**src/rtl/fir_pkg.sv**
```systemverilog
`default_nettype none
// ============================================================================
// Module      : fir_pkg
// Description : Shared state encoding, default parameters and helpers for the
//               FIR stream controller.
// Revision    : 1.0 - initial release
// ============================================================================
package fir_pkg;

    localparam int FIR_N_DEFAULT     = 16;
    localparam int FIR_DEPTH_DEFAULT = 32;
    localparam int FIR_LAT_DEFAULT   = 2;
    localparam int FIR_TAIL_DEFAULT  = 3;

    typedef enum logic [2:0] {
        ST_IDLE  = 3'd0,
        ST_CLEAR = 3'd1,
        ST_RUN   = 3'd2,
        ST_FLUSH = 3'd3,
        ST_DRAIN = 3'd4,
        ST_DONE  = 3'd5
    } fir_state_t;

    // A zero or oversize request means "use the whole buffer".
    function automatic int calc_len_eff(input int len, input int depth);
        return ((len == 0) || (len > depth)) ? depth : len;
    endfunction

endpackage
`default_nettype wire

```
**src/rtl/fir_sample_ram.sv**
```systemverilog
`default_nettype none
// ============================================================================
// Module      : fir_sample_ram
// Description : DEPTH x N sample buffer, one write port and one registered
//               read port. Contents are never reset.
// Revision    : 1.0 - initial release
// ============================================================================
module fir_sample_ram
    import fir_pkg::*;
#(
    parameter int N     = FIR_N_DEFAULT,
    parameter int DEPTH = FIR_DEPTH_DEFAULT
) (
    input  logic                     clk,
    input  logic                     i_we,
    input  logic [$clog2(DEPTH)-1:0] i_waddr,
    input  logic [N-1:0]             i_wdata,
    input  logic [$clog2(DEPTH)-1:0] i_raddr,
    output logic [N-1:0]             o_rdata
);

    logic [N-1:0] r_mem [DEPTH];

    // Host write and registered read; read-during-write returns old data.
    always_ff @(posedge clk) begin
        if (i_we) begin
            r_mem[i_waddr] <= i_wdata;
        end
        o_rdata <= r_mem[i_raddr];
    end

endmodule
`default_nettype wire

```
**src/rtl/fir_stream_ctrl.sv**
```systemverilog
`default_nettype none
// ============================================================================
// Module      : fir_stream_ctrl
// Description : Streams a host-loaded sample buffer into an external FIR,
//               appends zero tail samples, waits out the filter latency and
//               qualifies the filter results.
// Revision    : 1.0 - initial release
// ============================================================================
module fir_stream_ctrl
    import fir_pkg::*;
#(
    parameter int N       = FIR_N_DEFAULT,
    parameter int DEPTH   = FIR_DEPTH_DEFAULT,
    parameter int FIR_LAT = FIR_LAT_DEFAULT,
    parameter int TAIL    = FIR_TAIL_DEFAULT
) (
    input  logic                     clk,
    input  logic                     reset,
    input  logic                     wr_en,
    input  logic [$clog2(DEPTH)-1:0] wr_addr,
    input  logic [N-1:0]             wr_data,
    output logic                     wr_drop,
    input  logic                     start,
    input  logic                     stop,
    input  logic                     loop_en,
    input  logic [$clog2(DEPTH):0]   len,
    output logic                     fir_clr,
    output logic [N-1:0]             fir_din,
    input  logic [N-1:0]             fir_dout,
    output logic                     out_valid,
    output logic [N-1:0]             out_data,
    output logic                     busy,
    output logic                     done
);

    localparam int c_AW      = $clog2(DEPTH);
    localparam int c_CNT_MAX = (TAIL > FIR_LAT) ? TAIL : FIR_LAT;
    localparam int c_CNT_W   = $clog2(c_CNT_MAX + 1);
    localparam logic [c_CNT_W-1:0] c_TAIL_LAST = c_CNT_W'(TAIL - 1);
    localparam logic [c_CNT_W-1:0] c_LAT_LAST  = c_CNT_W'(FIR_LAT - 1);

    fir_state_t         r_state;
    fir_state_t         w_state_next;
    logic [c_AW-1:0]    r_rd_ptr;
    logic [c_AW-1:0]    r_len_last;   // len_eff - 1, last pointer of a pass
    logic [c_CNT_W-1:0] r_cnt;
    logic [FIR_LAT:0]   r_vpipe;      // bit 0 is in_valid, top bit is out_valid
    logic               r_din_live;   // fir_din carries a buffer sample
    logic [N-1:0]       w_ram_q;
    logic               w_pass_last;
    logic               w_wr_ok;
    logic               w_feed;

    assign w_pass_last = (r_rd_ptr == r_len_last);

    fir_sample_ram #(
        .N     (N),
        .DEPTH (DEPTH)
    ) u_ram (
        .clk     (clk),
        .i_we    (w_wr_ok),
        .i_waddr (wr_addr),
        .i_wdata (wr_data),
        .i_raddr (r_rd_ptr),
        .o_rdata (w_ram_q)
    );

    // State register.
    always_ff @(posedge clk) begin
        if (reset) begin
            r_state <= ST_IDLE;
        end else begin
            r_state <= w_state_next;
        end
    end

    // Next-state decode.
    always_comb begin
        w_state_next = r_state;
        case (r_state)
            ST_IDLE:  if (start) w_state_next = ST_CLEAR;
            ST_CLEAR: w_state_next = ST_RUN;
            ST_RUN:   if (stop || (w_pass_last && !loop_en))
                          w_state_next = (TAIL > 0) ? ST_FLUSH : ST_DRAIN;
            ST_FLUSH: if (r_cnt == c_TAIL_LAST) w_state_next = ST_DRAIN;
            ST_DRAIN: if (r_cnt == c_LAT_LAST) w_state_next = ST_DONE;
            ST_DONE:  w_state_next = ST_IDLE;
            default:  w_state_next = ST_IDLE;
        endcase
    end

    // State-derived outputs; reset forces the idle view and holds fir_clr.
    always_comb begin
        busy    = (r_state != ST_IDLE) && !reset;
        done    = (r_state == ST_DONE) && !reset;
        fir_clr = (r_state == ST_CLEAR) || reset;
        wr_drop = wr_en && busy;
        w_wr_ok = wr_en && (r_state == ST_IDLE) && !reset;
        w_feed  = (r_state == ST_RUN) || (r_state == ST_FLUSH);
    end

    // Read pointer, pass length, phase counter and valid pipeline.
    always_ff @(posedge clk) begin
        if (reset) begin
            r_rd_ptr   <= '0;
            r_len_last <= '0;
            r_cnt      <= '0;
            r_vpipe    <= '0;
            r_din_live <= 1'b0;
        end else begin
            r_vpipe    <= {r_vpipe[FIR_LAT-1:0], w_feed};
            r_din_live <= (r_state == ST_RUN);
            if (r_state == ST_CLEAR) begin
                r_rd_ptr   <= '0;
                r_len_last <= c_AW'(calc_len_eff(int'(len), DEPTH) - 1);
            end else if (r_state == ST_RUN) begin
                r_rd_ptr <= w_pass_last ? '0 : r_rd_ptr + c_AW'(1);
            end
            if ((w_state_next == r_state) &&
                ((r_state == ST_FLUSH) || (r_state == ST_DRAIN))) begin
                r_cnt <= r_cnt + c_CNT_W'(1);
            end else begin
                r_cnt <= '0;
            end
        end
    end

    // The RAM read register doubles as the fir_din register; outside RUN
    // the filter is fed zeros.
    assign fir_din   = (r_din_live && !reset) ? w_ram_q : '0;
    assign out_valid = r_vpipe[FIR_LAT] && !reset;
    assign out_data  = fir_dout;

endmodule
`default_nettype wire

```
**config.mk**
```make
export PLATFORM = sky130hd
export DESIGN_NAME = fir_stream_ctrl
export DESIGN_NICKNAME = d
export VERILOG_FILES = /design/src/rtl/fir_pkg.sv /design/src/rtl/fir_sample_ram.sv /design/src/rtl/fir_stream_ctrl.sv
export SDC_FILE = /design/constraint.sdc
export NUM_CORES = 1
export LEC_CHECK = 0
export ABC_CLOCK_PERIOD_IN_PS = 3260
export CORE_MARGIN = 4
export CORE_UTILIZATION = 57
export DETAILED_ROUTE_END_ITERATION = 8
export PLACE_DENSITY = 0.75
export SYNTH_ARGS = -nofsm -noshare
export SYNTH_HDL_FRONTEND = slang
export SYNTH_SLANG_ARGS = --single-unit
```
**constraint.sdc**
```tcl
create_clock -name clk -period 3.26 [get_ports clk]
set_input_delay 0.652 -clock clk [delete_from_list [all_inputs] [get_ports clk]]
set_output_delay 0.652 -clock clk [all_outputs]
set_load 0.05 [all_outputs]
```
==> summary.log, run 1 <==
qor: outcome.outcome completed
qor: logic_synthesis.yosysUniqueCellTypes 50
qor: logic_synthesis.most_frequently_used_cell_type_in_the_post_synthesis_netlist edfxtp_1
qor: global_routing.pin_count_of_the_biggest_net_entering_global_routing 57
qor: worst_setup_path.cp-start-kind input pin
qor: route.firstDrtPassIters 5
qor: worst_setup_path.critical_path_capture_point_type primary output
qor: job.max_cap_check_violation_count 0
qor: sta.worst_clock_skew 0.0194 ns
qor: placement.final_estimated_routing_congestion_in_global_placement 0.854
qor: final_layout.area_delta_synth_final 14.6%
qor: logic_synthesis.synthesis.area 21100 um^2
qor: logic_synthesis.syn-mean-instance-area 20.0 um^2
qor: final_layout.nFillCells 2306
qor: cts.post_cts.resized_instances 0
qor: power.power_density 585 nW/um^2
qor: worst_hold_path.hold_class reg2reg
qor: route.antenna_violating_nets_post_route 0
qor: sta.worst-slew-pin-transition 1.06 ns
qor: cts.clk_root_buffer_cell clkbuf_16
qor: sta.fin_crit_sh 0.830
qor: floorplan.floorplan.die_area 40200 um^2
qor: global_routing.grt_antenna_before_repair 1
qor: cts.cts_htree_levels 2
qor: cts.path_clk_slew 0.06 ns
qor: logic_synthesis.synth.yosys.warnings 0
qor: final_layout.layout-drive-gt1-share 0.243
qor: global_routing.groute.usage.overall 0.235
qor: placement.portBuffers 53
qor: floorplan.coreArea 36600 um^2
qor: logic_synthesis.netlist_instances 1054
qor: worst_setup_path.cp.required 2.61 ns
qor: cts.cts_buffers 51
qor: floorplan.floorplan.rows 70
qor: logic_synthesis.async_set_or_reset_register_ratio_after_synthesis 0
qor: logic_synthesis.yosysSeqAreaShare 0.761
qor: route.drc 0
qor: sta.maxSlewViolCount 0
qor: cts.cts-hold-fix-buffers 0
qor: logic_synthesis.synth_edf_count 512
qor: worst_setup_path.crit_type in2out
qor: route.via_count 10700
qor: floorplan.boundaryPins 86
qor: sta.worst_slew_margin_relative_to_its_limit 0.294
qor: sta.maxClockFrequency 370 MHz
qor: final_layout.nets 1218
qor: logic_synthesis.synth_top_cells_by_count edfxtp_1, mux4_2, mux2i_1
qor: global_routing.grt-ovfl-total 0
qor: floorplan.initial_utilization 0.577
qor: sta.min_period 2.70 ns
qor: route.wire_per_inst 28.2 um
qor: logic_synthesis.yosys.area.top_type_share 0.728
qor: logic_synthesis.netlist.top_cell.by_area edfxtp_1
qor: cts.clock_tree.buffer_depth 3
qor: cts.tritoncts done
qor: route.route.detailed.vias_per_inst 6.39
qor: floorplan.die_x 200 um
qor: worst_setup_path.timing.critical_path.arrival 2.05 ns
qor: floorplan.die_h 200 um
qor: sta.final.setup.tns 0 ns
qor: final_layout.antenna-diode-count 0
qor: global_routing.grt_pass1_vias 10700
qor: placement.hpwl 28500 um
qor: worst_setup_path.critical_path_maximum_fanout 18
qor: logic_synthesis.synth_area_leaders edfxtp_1, mux4_2, dfxtp_1
qor: power.total_power 14.2 mW
qor: logic_synthesis.dominantRegCellSynth edfxtp_1
qor: sta.report.final.hold_viol_count 0
qor: sta.rsz_0062_raised_after_global_routing false
qor: sta.setup_viol 0
qor: power.peakVddDrop 0.396 mV
qor: global_routing.grt_pass1_wl 70000 um
qor: cts.worstSkewPairLatency 0.58 ns
qor: route.wl 47200 um
qor: cts.clkSinkCount 547
qor: power.power.leakage 7.57 nW
qor: cts.post_cts_buffers 0
qor: logic_synthesis.synth_seq_cells 547
qor: logic_synthesis.synth_nets 1107
qor: route.drc_marker_count_from_the_first_detailed_route_iteration 1358
## worst max-delay path: stages
cell and delay [ns]:
clkdlybuf4s50_1 0.42, buf_4 0.20, nor2b_1 0.12, buf_4 0.27
and2_1 0.22, buf_12 0.15
## report_power, final
group          internal [mW]  total [mW]  leakage, nW  switching [mW]
Clock                   3.20        5.61        0.781            2.42
Sequential              7.72        7.77         4.90          0.0481
Combinational          0.343       0.779         1.89           0.436
## sequential cells by signal, indices dropped and copies added, names as in the netlist
signal / flops
u_ram.o_rdata: 16
r_rd_ptr: 5
r_len_last: 5
r_cnt: 2
r_state: 3
r_vpipe: 3
r_din_live: 1
u_ram.r_mem: 512
## path summary, 6_finish.rpt
path | from | endpoint | slack (ns) | depth (start not counted)
max | reset | fir_din[12] | 0.56 | 6
min reg2reg | r_vpipe[1]$_SDFF_PP0_ | r_vpipe[2]$_SDFF_PP0_ | 0.43 | 1
max reg2reg | r_rd_ptr[0]$_SDFFE_PP0P_ | u_ram.o_rdata[3]$_DFF_P_ | 0.62 | 5
min | r_vpipe[1]$_SDFF_PP0_ | r_vpipe[2]$_SDFF_PP0_ | 0.43 | 1
## area by class of cell
| class | count | area, um^2 | share of cell area |
|---|---|---|---|
| clock buffer | 77 | 1430 | 0.0592 |
| clock inverter | 17 | 154 | 0.00636 |
| inverter | 5 | 18.8 | 0.000775 |
| multi-input combinational | 428 | 4600 | 0.190 |
| sequential | 547 | 16100 | 0.664 |
| tap | 468 | 586 | 0.0242 |
| timing repair buffer | 132 | 1330 | 0.0551 |
## metrics by stage
| step | std cells | worst slack, ns | hold slack (ns) | instance area [um^2] | utilization |
|---|---|---|---|---|---|
| detailed placement | 1580 | 0.336 | 0.429 | 22600 | 0.618 |
| global route | 1674 | 0.414 | 0.457 | 24200 | 0.661 |
| floorplan | 1054 | 0.230 | 0.414 | 21100 | - |
| CTS | 1674 | 0.537 | 0.443 | 24200 | 0.661 |
| global placement | 1580 | 0.360 | 0.419 | 22600 | 0.618 |
| finish | 1674 | 0.555 | 0.434 | 24200 | 0.661 |
## kinds of logic (layout without fill, tap and decap cells)
logic type      after synthesis  in the layout  synth area share
fa+ha+maj                     4              4           0.00237
xor+xnor                     11             11           0.00456
buf+inv                      79            231            0.0220
compound gates              130            130            0.0468
simple gates                121            121            0.0299
flops                       547            547             0.761
mux                         162            162             0.133
## layer usage
layer	routed length, um	GRT usage	vias up
met2	22500	0.363	568
met4	1460	0.0742	2
met5	13	0	-
met1	18700	0.343	5502
li1	-	-	4536
met3	4580	0.0507	89
## placed cells by master, fill, tap and decap left out, types with 6 or more instances in the layout
cell and instances:
buf_4 79, clkbuf_8 6, xor2_1 6, nand2_1 8
clkbuf_1 20, and2_1 17, nand2b_1 7, a2111oi_2 10
buf_12 21, a22oi_1 25, a22o_1 11, a211oi_1 7
a21oi_1 33, clkbuf_16 51, mux4_2 95, edfxtp_1 512
nor2_1 47, o22ai_1 16, clkinv_2 10, clkdlybuf4s50_1 32
dfxtp_1 32, nand3b_1 6, o221ai_1 15, mux2i_1 66
Power figures use the tool's default switching activity.
==> run 2: changes to the inputs <==
--- a/config.mk
+++ b/config.mk
@@ -5,7 +5,7 @@
 export SDC_FILE = /design/constraint.sdc
 export NUM_CORES = 1
 export LEC_CHECK = 0
-export ABC_CLOCK_PERIOD_IN_PS = 3260
+export ABC_CLOCK_PERIOD_IN_PS = 2800
 export CORE_MARGIN = 4
 export CORE_UTILIZATION = 57
 export DETAILED_ROUTE_END_ITERATION = 8
==> constraint.sdc (replaced) <==
create_clock -name clk -period 2.8 [get_ports clk]
set_input_delay 0.56 -clock clk [delete_from_list [all_inputs] [get_ports clk]]
set_output_delay 0.56 -clock clk [all_outputs]
set_load 0.05 [all_outputs]
==> run 2 against run 1 <==
Clock-buffer cell count is 12 lower. Via count rose by 0.93%. Wire length is essentially flat. Sequential power rose by 16%. Final area up 2.1%. Flip-flop and latch count unchanged. Critical path depth is the same. Sequential share of layout area down 1.4 points. Non-clock buffer count up 22. Register-to-register slack worse by 0.31 ns. First-iteration DRC count down 11%. Critical endpoint is now fir_din[2]. Highest routed layer is now met4.
==> summary.log, run 2 (synthesis results as in run 1) <==
qor: outcome.outcome completed
qor: worst_setup_path.ff2ff_path_depth 4
qor: sta.worst_slew_margin_relative_to_its_limit 0.462
qor: worst_setup_path.cp.required 2.24 ns
qor: cts.cts_htree_levels 2
qor: power.power_density 682 nW/um^2
qor: route.wire_per_inst 27.8 um
qor: sta.min_period 2.50 ns
qor: final_layout.layout.cells.most_common_list edfxtp_1, mux4_2, buf_4
qor: route.via_count 10800
qor: route.route.detailed.vias_per_inst 6.35
qor: placement.pre_cts_ws 0.0856 ns
qor: sta.fin_crit_sh 0.893
qor: route.drc 0
qor: cts.clk_root_buffer_cell clkbuf_16
qor: sta.finalWorstSetupSlack 0.299 ns
qor: global_routing.groute.usage.overall 0.235
qor: worst_setup_path.critical_path.reg2reg.endpoint u_ram.o_rdata[6]$_DFF_P_
qor: sta.rsz_0062_raised_after_global_routing false
qor: power.power.leakage 7.78 nW
qor: final_layout.nets 1241
qor: sta.final.setup.tns 0 ns
qor: route.drc_marker_count_from_the_first_detailed_route_iteration 1212
qor: worst_setup_path.cp-start-kind input pin
qor: final_layout.nFillCells 2297
qor: floorplan.die_h 200 um
qor: power.peakVddDrop 0.738 mV
qor: worst_hold_path.hold_class reg2reg
qor: global_routing.grt_antenna_before_repair 0
qor: cts.clkSinkCount 547
qor: cts.clock_tree.buffer_depth 3
qor: floorplan.floorplan.rows 70
qor: floorplan.boundaryPins 86
qor: power.total_power 16.9 mW
qor: cts.worstSkewPairLatency 0.60 ns
qor: final_layout.area_delta_synth_final 17.1%
qor: final_layout.layout-drive-gt1-share 0.256
qor: final_layout.reg.largest.list u_ram.r_mem x512, u_ram.o_rdata x16
qor: cts.path_clk_slew 0.06 ns
qor: worst_hold_path.hold_path_end r_vpipe[1]$_SDFF_PP0_
qor: route.wl 47200 um
qor: placement.portBuffers 53
qor: sta.setup_viol 0
qor: worst_setup_path.critical_path_maximum_fanout 18
qor: final_layout.top_register u_ram.r_mem
qor: route.antenna_violating_nets_post_route 0
qor: global_routing.pin_count_of_the_biggest_net_entering_global_routing 34
qor: placement.place.detailed.instances 1602
qor: route.firstDrtPassIters 5
qor: final_layout.max_ffs_per_register 512
qor: final_layout.layout_commonest_cell edfxtp_1
qor: worst_hold_path.worst_hold_path.num_cells 1
qor: cts.cts_buffers 52
qor: sta.worst_clock_skew 0.0192 ns
qor: final_layout.fin_cells 1701
qor: global_routing.grt_pass1_wl 69900 um
qor: sta.report.final.hold_viol_count 0
qor: worst_setup_path.critical_path.reg2reg.startpoint r_rd_ptr[3]$_SDFFE_PP0P_
qor: placement.hpwl 29200 um
qor: worst_setup_path.critical_path_capture_point_type primary output
qor: job.max_cap_check_violation_count 0
qor: placement.final_estimated_routing_congestion_in_global_placement 0.863
qor: worst_setup_path.reg2reg_setup_slack 0.31 ns
qor: cts.post_cts.resized_instances 0
qor: worst_setup_path.crit_type in2out
qor: cts.post_cts_buffers 0
qor: global_routing.grt_pass1_vias 10700
qor: floorplan.die_x 200 um
qor: worst_hold_path.hp-start r_vpipe[0]$_SDFF_PP0_
qor: cts.tritoncts done
qor: floorplan.coreArea 36600 um^2
qor: worst_setup_path.timing.critical_path.arrival 1.94 ns
qor: global_routing.grt-ovfl-total 0
qor: sta.maxClockFrequency 400 MHz
qor: floorplan.initial_utilization 0.577
qor: sta.maxSlewViolCount 0
qor: sta.worst-slew-pin-transition 0.805 ns
qor: cts.cts-hold-fix-buffers 0
qor: floorplan.floorplan.die_area 40200 um^2
run 2: cell count changes in the layout (fill, tap and decap cells not counted), moves of 3 or more:
cell / delta
clkbuf_1: -9
clkinv_1: +12
clkbuf_8: -6
bufinv_16: +3
buf_12: +20
clkbuf_16: +3
run 2: critical path: stages:
cell	delay, ns
clkdlybuf4s50_1	0.42
buf_4	0.20
nor2b_1	0.21
buf_12	0.20
and2_1	0.20
buf_12	0.15
run 2: area by class of cell:
| class | instances | area, um^2 | area share |
|---|---|---|---|
| clock buffers | 65 | 1390 | 0.0563 |
| well taps | 468 | 586 | 0.0237 |
| diodes | 1 | 2.50 | 0.000101 |
| multi-input cells | 428 | 4600 | 0.186 |
| clock inverters | 33 | 287 | 0.0116 |
| flip-flops and latches | 547 | 16100 | 0.651 |
| inverters | 5 | 18.8 | 0.000759 |
| repair buffers | 154 | 1750 | 0.0708 |
run 2: metrics by stage:
step | hold slack (ns) | area [um^2] | utilization
floorplan | 0.414 | 21100 | -
global placement | 0.425 | 23000 | 0.629
detailed placement | 0.427 | 23000 | 0.629
CTS | 0.442 | 24700 | 0.675
global route | 0.460 | 24700 | 0.675
finish | 0.440 | 24700 | 0.675
run 2: power by group:
group | internal, mW | switching (mW)
sequential | 8.99 | 0.0301
clock | 3.98 | 2.90
combinational | 0.421 | 0.536
run 2: worst max path at each step:
stage                from                            end  slack, ns  cells after the start
detailed placement  reset  u_ram.r_mem[21][14]$_DFFE_PP_       0.09                      7
finish              reset                     fir_din[2]       0.30                      6
floorplan           reset   u_ram.r_mem[20][0]$_DFFE_PP_       0.16                      5
global route        reset                    fir_din[11]       0.22                      6
CTS                 reset                     fir_din[2]       0.28                      6
global placement    reset   u_ram.r_mem[23][1]$_DFFE_PP_       0.09                      7
run 2: routing by layer:
metal | routed length (um) | track usage | part of all wire | vias to the layer above
li1 | - | - | - | 4600
met5 | 0 | 0 | 0 | -
met2 | 22400 | 0.361 | 0.47 | 539
met3 | 4060 | 0.0475 | 0.086 | 74
met4 | 1370 | 0.0688 | 0.029 | 0
met1 | 19400 | 0.351 | 0.41 | 5583
==> run 3: changes to the inputs <==
--- a/config.mk
+++ b/config.mk
@@ -10,6 +10,7 @@
 export CORE_UTILIZATION = 57
 export DETAILED_ROUTE_END_ITERATION = 8
 export PLACE_DENSITY = 0.75
+export SKIP_LAST_GASP = 1
 export SYNTH_ARGS = -nofsm -noshare
 export SYNTH_HDL_FRONTEND = slang
 export SYNTH_SLANG_ARGS = --single-unit
==> results of run 3 <==
Same layout as run 2: the final DEF is identical, and so are final timing and power.
==> edit 1 (flow settings as in run 1) <==
Make the reset (`reset`) asynchronous in 2 clocked blocks.
--- a/src/rtl/fir_stream_ctrl.sv
+++ b/src/rtl/fir_stream_ctrl.sv
@@ -66,7 +66,7 @@
     );
 
     // State register.
-    always_ff @(posedge clk) begin
+    always_ff @(posedge clk or posedge reset) begin
         if (reset) begin
             r_state <= ST_IDLE;
         end else begin
@@ -100,7 +100,7 @@
     end
 
     // Read pointer, pass length, phase counter and valid pipeline.
-    always_ff @(posedge clk) begin
+    always_ff @(posedge clk or posedge reset) begin
         if (reset) begin
             r_rd_ptr   <= '0;
             r_len_last <= '0;
Behaviour: same outputs for any inputs over 4 cycles, from zero or initial values and one cycle with reset high; that may be too few to reach the edited logic, so the function may still have changed.
==> edit 1 against run 1 <==
First-iteration DRC count grew 15%; design area increased by 2.7%; synthesized area increased by 2.7%; count of clock-buffer cells in the layout shrank 15; sequential cell count did not move; worst setup slack lost 110 ps; maximum frequency down 4.0%; non-clock buffer count fell by 9; routed wire length increased by 4.7%; die area grew 2.6%; final cell count grew 15%; critical path type unchanged; highest routed layer unchanged.
Power is not compared: it rests on default switching activity, and its combinational part moved more than twofold at a synthesized area within 25%.
==> edit 1: results <==
export IMPL_clock_skew_ps=25.50
export IMPL_ctsResizeCount=0
export IMPL_grt_max_degree=65
export IMPL_grt_pass1_wl_mm=73.00
export IMPL_clkTransAtPathRegs_ps=60
export IMPL_wl_met2_mm=23.59
export IMPL_clk_latency_ps=600
export IMPL_hold_path_class="reg2reg"
export IMPL_htreeDepth=2
export IMPL_antenna_found_initial=1
export IMPL_wl_met3_mm=4.881
export IMPL_place_area_um2=23040
export IMPL_pwr_share_comb_pct=25.4
export IMPL_p_leak_nw=8.435
export IMPL_grt_use_met1_pct=35.07
export IMPL_nets=1433
export IMPL_cts_setup_buffers=0
export IMPL_critical_path_top_delay_family="buffers and inverters"
export IMPL_max_vdd_ir_drop_v=0.0005282
export IMPL_synth_cell_types=43
export IMPL_status="finished, final reports clean"
export IMPL_syn_nets=1346
export IMPL_cp_slowest_cell="clkdlybuf4s50_1"
export IMPL_port_buffers=53
export IMPL_cts_buffers=52
export IMPL_first_global_vias=11450
export IMPL_final_layout_size_suffix_gt1_share_pct=12.67
export IMPL_worstPathArrival_ps=2170
export IMPL_drv_cap=0
export IMPL_seq_area_frac_synth_pct=74.52
export IMPL_met1Wirelength_mm=20.08
export IMPL_cp_max_fo=8
export IMPL_synthTopCellsByArea="edfxtp_1 71%, mux2i_1 12%, a22oi_1 3.3%"
export IMPL_ys_warn_count=0
export IMPL_insertedDiodeCount=0
export IMPL_routed_wl_mm=49.45
export IMPL_use_met2_pct=38.00
export IMPL_async_reset_ff_share_pct=3.473
export IMPL_tightest_slew_ps=1220
export IMPL_clock_path_buffers=3
export IMPL_dr_pass1_iters=7
export IMPL_vias_per_cell=6.120
export IMPL_reg_top3="u_ram.r_mem (512), u_ram.o_rdata (16)"
export IMPL_fillers=2523
export IMPL_synth_edf_count=512
export IMPL_gp_congestion=0.8253
export IMPL_max_stage_delay_ps=810
export IMPL_grt_usage_pct=23.89
export IMPL_synth_commonest_cells="512 x edfxtp_1, 257 x mux2i_1, 96 x a22oi_1"
export IMPL_synthFlopType="edfxtp_1"
export IMPL_switchingPower_mw=5.775
export IMPL_dr_max_layer_used="met5"
export IMPL_grtUsageMet3_pct=4.680
export IMPL_drt_iter0_markers=1555
export IMPL_p_seq_mw=8.16
export IMPL_dp_hpwl_mm=29.02
==> edit 1: path summary, 6_finish.rpt <==
| check | cells after the start | endpoint | from | slack (ps) |
|---|---|---|---|---|
| worst max-delay path | 3 | out_valid | reset | 440 |
| worst min-delay path | 0 | r_vpipe[2] | r_vpipe[1] | 370 |
| worst max register to register | 3 | u_ram.o_rdata[0] | r_rd_ptr[4] | 680 |
| worst min register to register | 0 | r_vpipe[2] | r_vpipe[1] | 370 |
| max in group asynchronous | 3 | r_rd_ptr[0] | reset | 2400 |
| min in group asynchronous | 3 | r_vpipe[0] | reset | 620 |
==> edit 1: cell type report <==
cell class              count  area [µm²]  share of cell area, %
flip-flops and latches    547       16170                  65.02
multi-input cells         649        4882                  19.63
clock buffers              62        1349                  5.422
repair buffers            123        1321                  5.312
well taps                 511       639.4                  2.570
clock inverters            33       483.0                  1.942
inverters                   7       26.28                 0.1056
==> edit 1: cell families (layout without fill, tap and decap cells) <==
| logic type | after synthesis | count (layout) | share of synthesized area [%] |
|---|---|---|---|
| multiplexers | 258 | 258 | 11.91 |
| XOR/XNOR | 7 | 7 | 0.2826 |
| flip-flops | 547 | 547 | 74.52 |
| AO/OA/AOI/OAI | 150 | 150 | 4.676 |
| adder cells (fa/ha/maj) | 4 | 4 | 0.2307 |
| AND/OR/NAND/NOR | 230 | 230 | 5.328 |
| buffers and inverters | 97 | 225 | 3.050 |
==> edit 1: per-stage QoR <==
step	hold slack [ps]	setup slack (ps)	instances	power, mW	util (%)
after global placement	333.5	466.5	1837	13.10	61.32
after CTS	368.5	425.0	1932	19.57	66.20
after global routing	369.3	350.5	1932	20.22	66.20
after detailed placement	354.1	441.7	1837	13.20	61.32
after floorplan	331.2	607.4	1293	11.81	-
final	365.3	442.1	1932	19.54	66.20
==> edit 2 (settings of run 1) <==
Without the edit above. Change the package constant `FIR_TAIL_DEFAULT` from 3 to 2.
--- a/src/rtl/fir_pkg.sv
+++ b/src/rtl/fir_pkg.sv
@@ -10,7 +10,7 @@
     localparam int FIR_N_DEFAULT     = 16;
     localparam int FIR_DEPTH_DEFAULT = 32;
     localparam int FIR_LAT_DEFAULT   = 2;
-    localparam int FIR_TAIL_DEFAULT  = 3;
+    localparam int FIR_TAIL_DEFAULT  = 2;
 
     typedef enum logic [2:0] {
         ST_IDLE  = 3'd0,
Formal check against the unedited RTL: no difference found for any inputs over 4 cycles, from zero or initial values and one cycle with reset high; that may be too few to reach the edited logic, so the function may still have changed.
==> edit 2 against run 1 <==
Final cell count is 0.42% higher; combinational power about the same; design area grew 0.68%; clock power is 8.6% higher; synthesized area hardly changed; sequential cell count did not move; worst setup slack got worse by 73 ps; routed wire length shrank 1.6%; worst hold slack got worse by 1.3 ps; global-route usage fell by 0.54 points; power up 3.3%; first-iteration DRC count fell by 10%; largest power group unchanged; highest routed layer is now met4.
==> edit 2: results <==
export IMPL_max_vdd_ir_drop_v=0.0004446
export IMPL_cp_max_fo=22
export IMPL_synth_commonest_cells="512 x edfxtp_1, 95 x mux4_2, 67 x mux2i_1"
export IMPL_post_place_ws_ps=272.5
export IMPL_synth_edf_count=512
export IMPL_syn_nets=1104
export IMPL_seq_area_frac_synth_pct=76.19
export IMPL_ctsResizeCount=0
export IMPL_port_buffers=53
export IMPL_cts_setup_buffers=0
export IMPL_grt_max_degree=53
export IMPL_switchingPower_mw=2.973
export IMPL_vias=10630
export IMPL_cts_root_buf="clkbuf_16"
export IMPL_clock_path_buffers=3
export IMPL_grt_ovfl_total=0
export IMPL_ys_warn_count=0
export IMPL_first_global_vias=10880
export IMPL_whs_path_depth=1
export IMPL_drt_iter0_markers=1217
export IMPL_gp_congestion=0.8443
export IMPL_p_leak_nw=7.645
export IMPL_hold_viol_final=0
export IMPL_grt_pass1_wl_mm=68.79
export IMPL_reg_top3="u_ram.r_mem (512), u_ram.o_rdata (16)"
export IMPL_async_reset_ff_share_pct=0
export IMPL_power_per_cell_area_nw_per_um2=600.2
export IMPL_dp_hpwl_mm=28.04
export IMPL_clk_latency_ps=590
export IMPL_grt_usage_pct=22.93
export IMPL_nets=1218
export IMPL_cts_buffers=54
export IMPL_synthTopCellsByArea="edfxtp_1 73%, mux4_2 10%, dfxtp_1 3.3%"
export IMPL_avgRoutedWirePerCell_um=27.64
export IMPL_synth_cell_types=53
export IMPL_slew_headroom_pct=27.30
export IMPL_syn_inst=1052
export IMPL_fillers=2279
export IMPL_antenna_found_initial=0
export IMPL_hold_path_class="reg2reg"
export IMPL_dr_pass1_iters=5
export IMPL_status="finished, final reports clean"
export IMPL_routed_wl_mm=46.47
export IMPL_reg2reg_depth=7
export IMPL_clkTransAtPathRegs_ps=60
export IMPL_clock_skew_ps=18.84
export IMPL_htreeDepth=2
export IMPL_dp_cells=1578
export IMPL_worstPathArrival_ps=3210
export IMPL_final_layout_size_suffix_gt1_share_pct=24.26
edit 2: cell count changes after synthesis, moves of 2 or more:
cell | run 1 | this run
a2111oi_0 | 0 | 6
a2111oi_2 | 10 | 4
a211oi_1 | 7 | 9
a21oi_1 | 33 | 29
a22oi_1 | 25 | 27
buf_1 | 9 | 5
buf_2 | 14 | 18
nand2b_1 | 7 | 5
edit 2: logic make-up (layout without fill, tap and decap cells):
family,after synthesis,count (layout),share of synthesized area (%)
DFF,547,547,76.20
adders and majority gates,3,3,0.1779
and+or+nand+nor,120,120,3.042
muxes,162,162,13.32
buffers and inverters,80,240,2.301
AOI/OAI and AO/OA,129,129,4.507
xor gates and xnor gates,11,11,0.4566
other,0,1,0
edit 2: path summary, 6_finish.rpt:
| kind | slack, ps | from | to |
|---|---|---|---|
| worst max-delay path | 480 | r_rd_ptr[0] | u_ram.o_rdata[7] |
| worst min-delay path | 430 | r_vpipe[1] | r_vpipe[2] |
| worst max register to register | 480 | r_rd_ptr[0] | u_ram.o_rdata[7] |
| worst min register to register | 430 | r_vpipe[1] | r_vpipe[2] |
edit 2: layer usage:
layer	track usage, %	routed length (µm)	part of all wire (%)
met5	0	0	0
met4	8.382	1600	3.4
met3	6.589	4500	9.7
met2	35.80	21990	47
met1	31.52	18380	40
edit 2: stage by stage:
stage / area [µm²] / hold slack [ps]
finish: 24370 / 432.8
detailed placement: 22590 / 422.3
floorplan: 21100 / 413.8
global route: 24370 / 443.9
CTS: 24370 / 435.5
global placement: 22590 / 418.5
edit 2: power groups by stage:
stage          Combinational, mW  Sequential (mW)  Clock [mW]
2_1_floorplan              0.534             7.89           0
3_3_place_gp               0.764             7.91           0
3_5_place_dp               0.778             7.91           0
4_1_cts                    0.783             7.76        6.17
5_1_grt                    0.830             7.76        6.48
6_report                   0.777             7.76        6.09
edit 2: area by class of cell:
cell class,instances,share of cell area (%)
sequential,547,66.00
multi-input combinational,425,18.64
clock buffer,80,6.488
timing repair buffer,133,5.554
tap,468,2.402
clock inverter,22,0.8264
inverter,5,0.07700
antenna,1,0.01027
edit 2: worst max-delay path, stage by stage (launching register included):
cell and delay, ps:
dfxtp_4 550, buf_12 260, buf_4 320, mux2i_1 280
o22ai_1 190, a2111oi_0 680, buf_4 260, a21oi_1 60
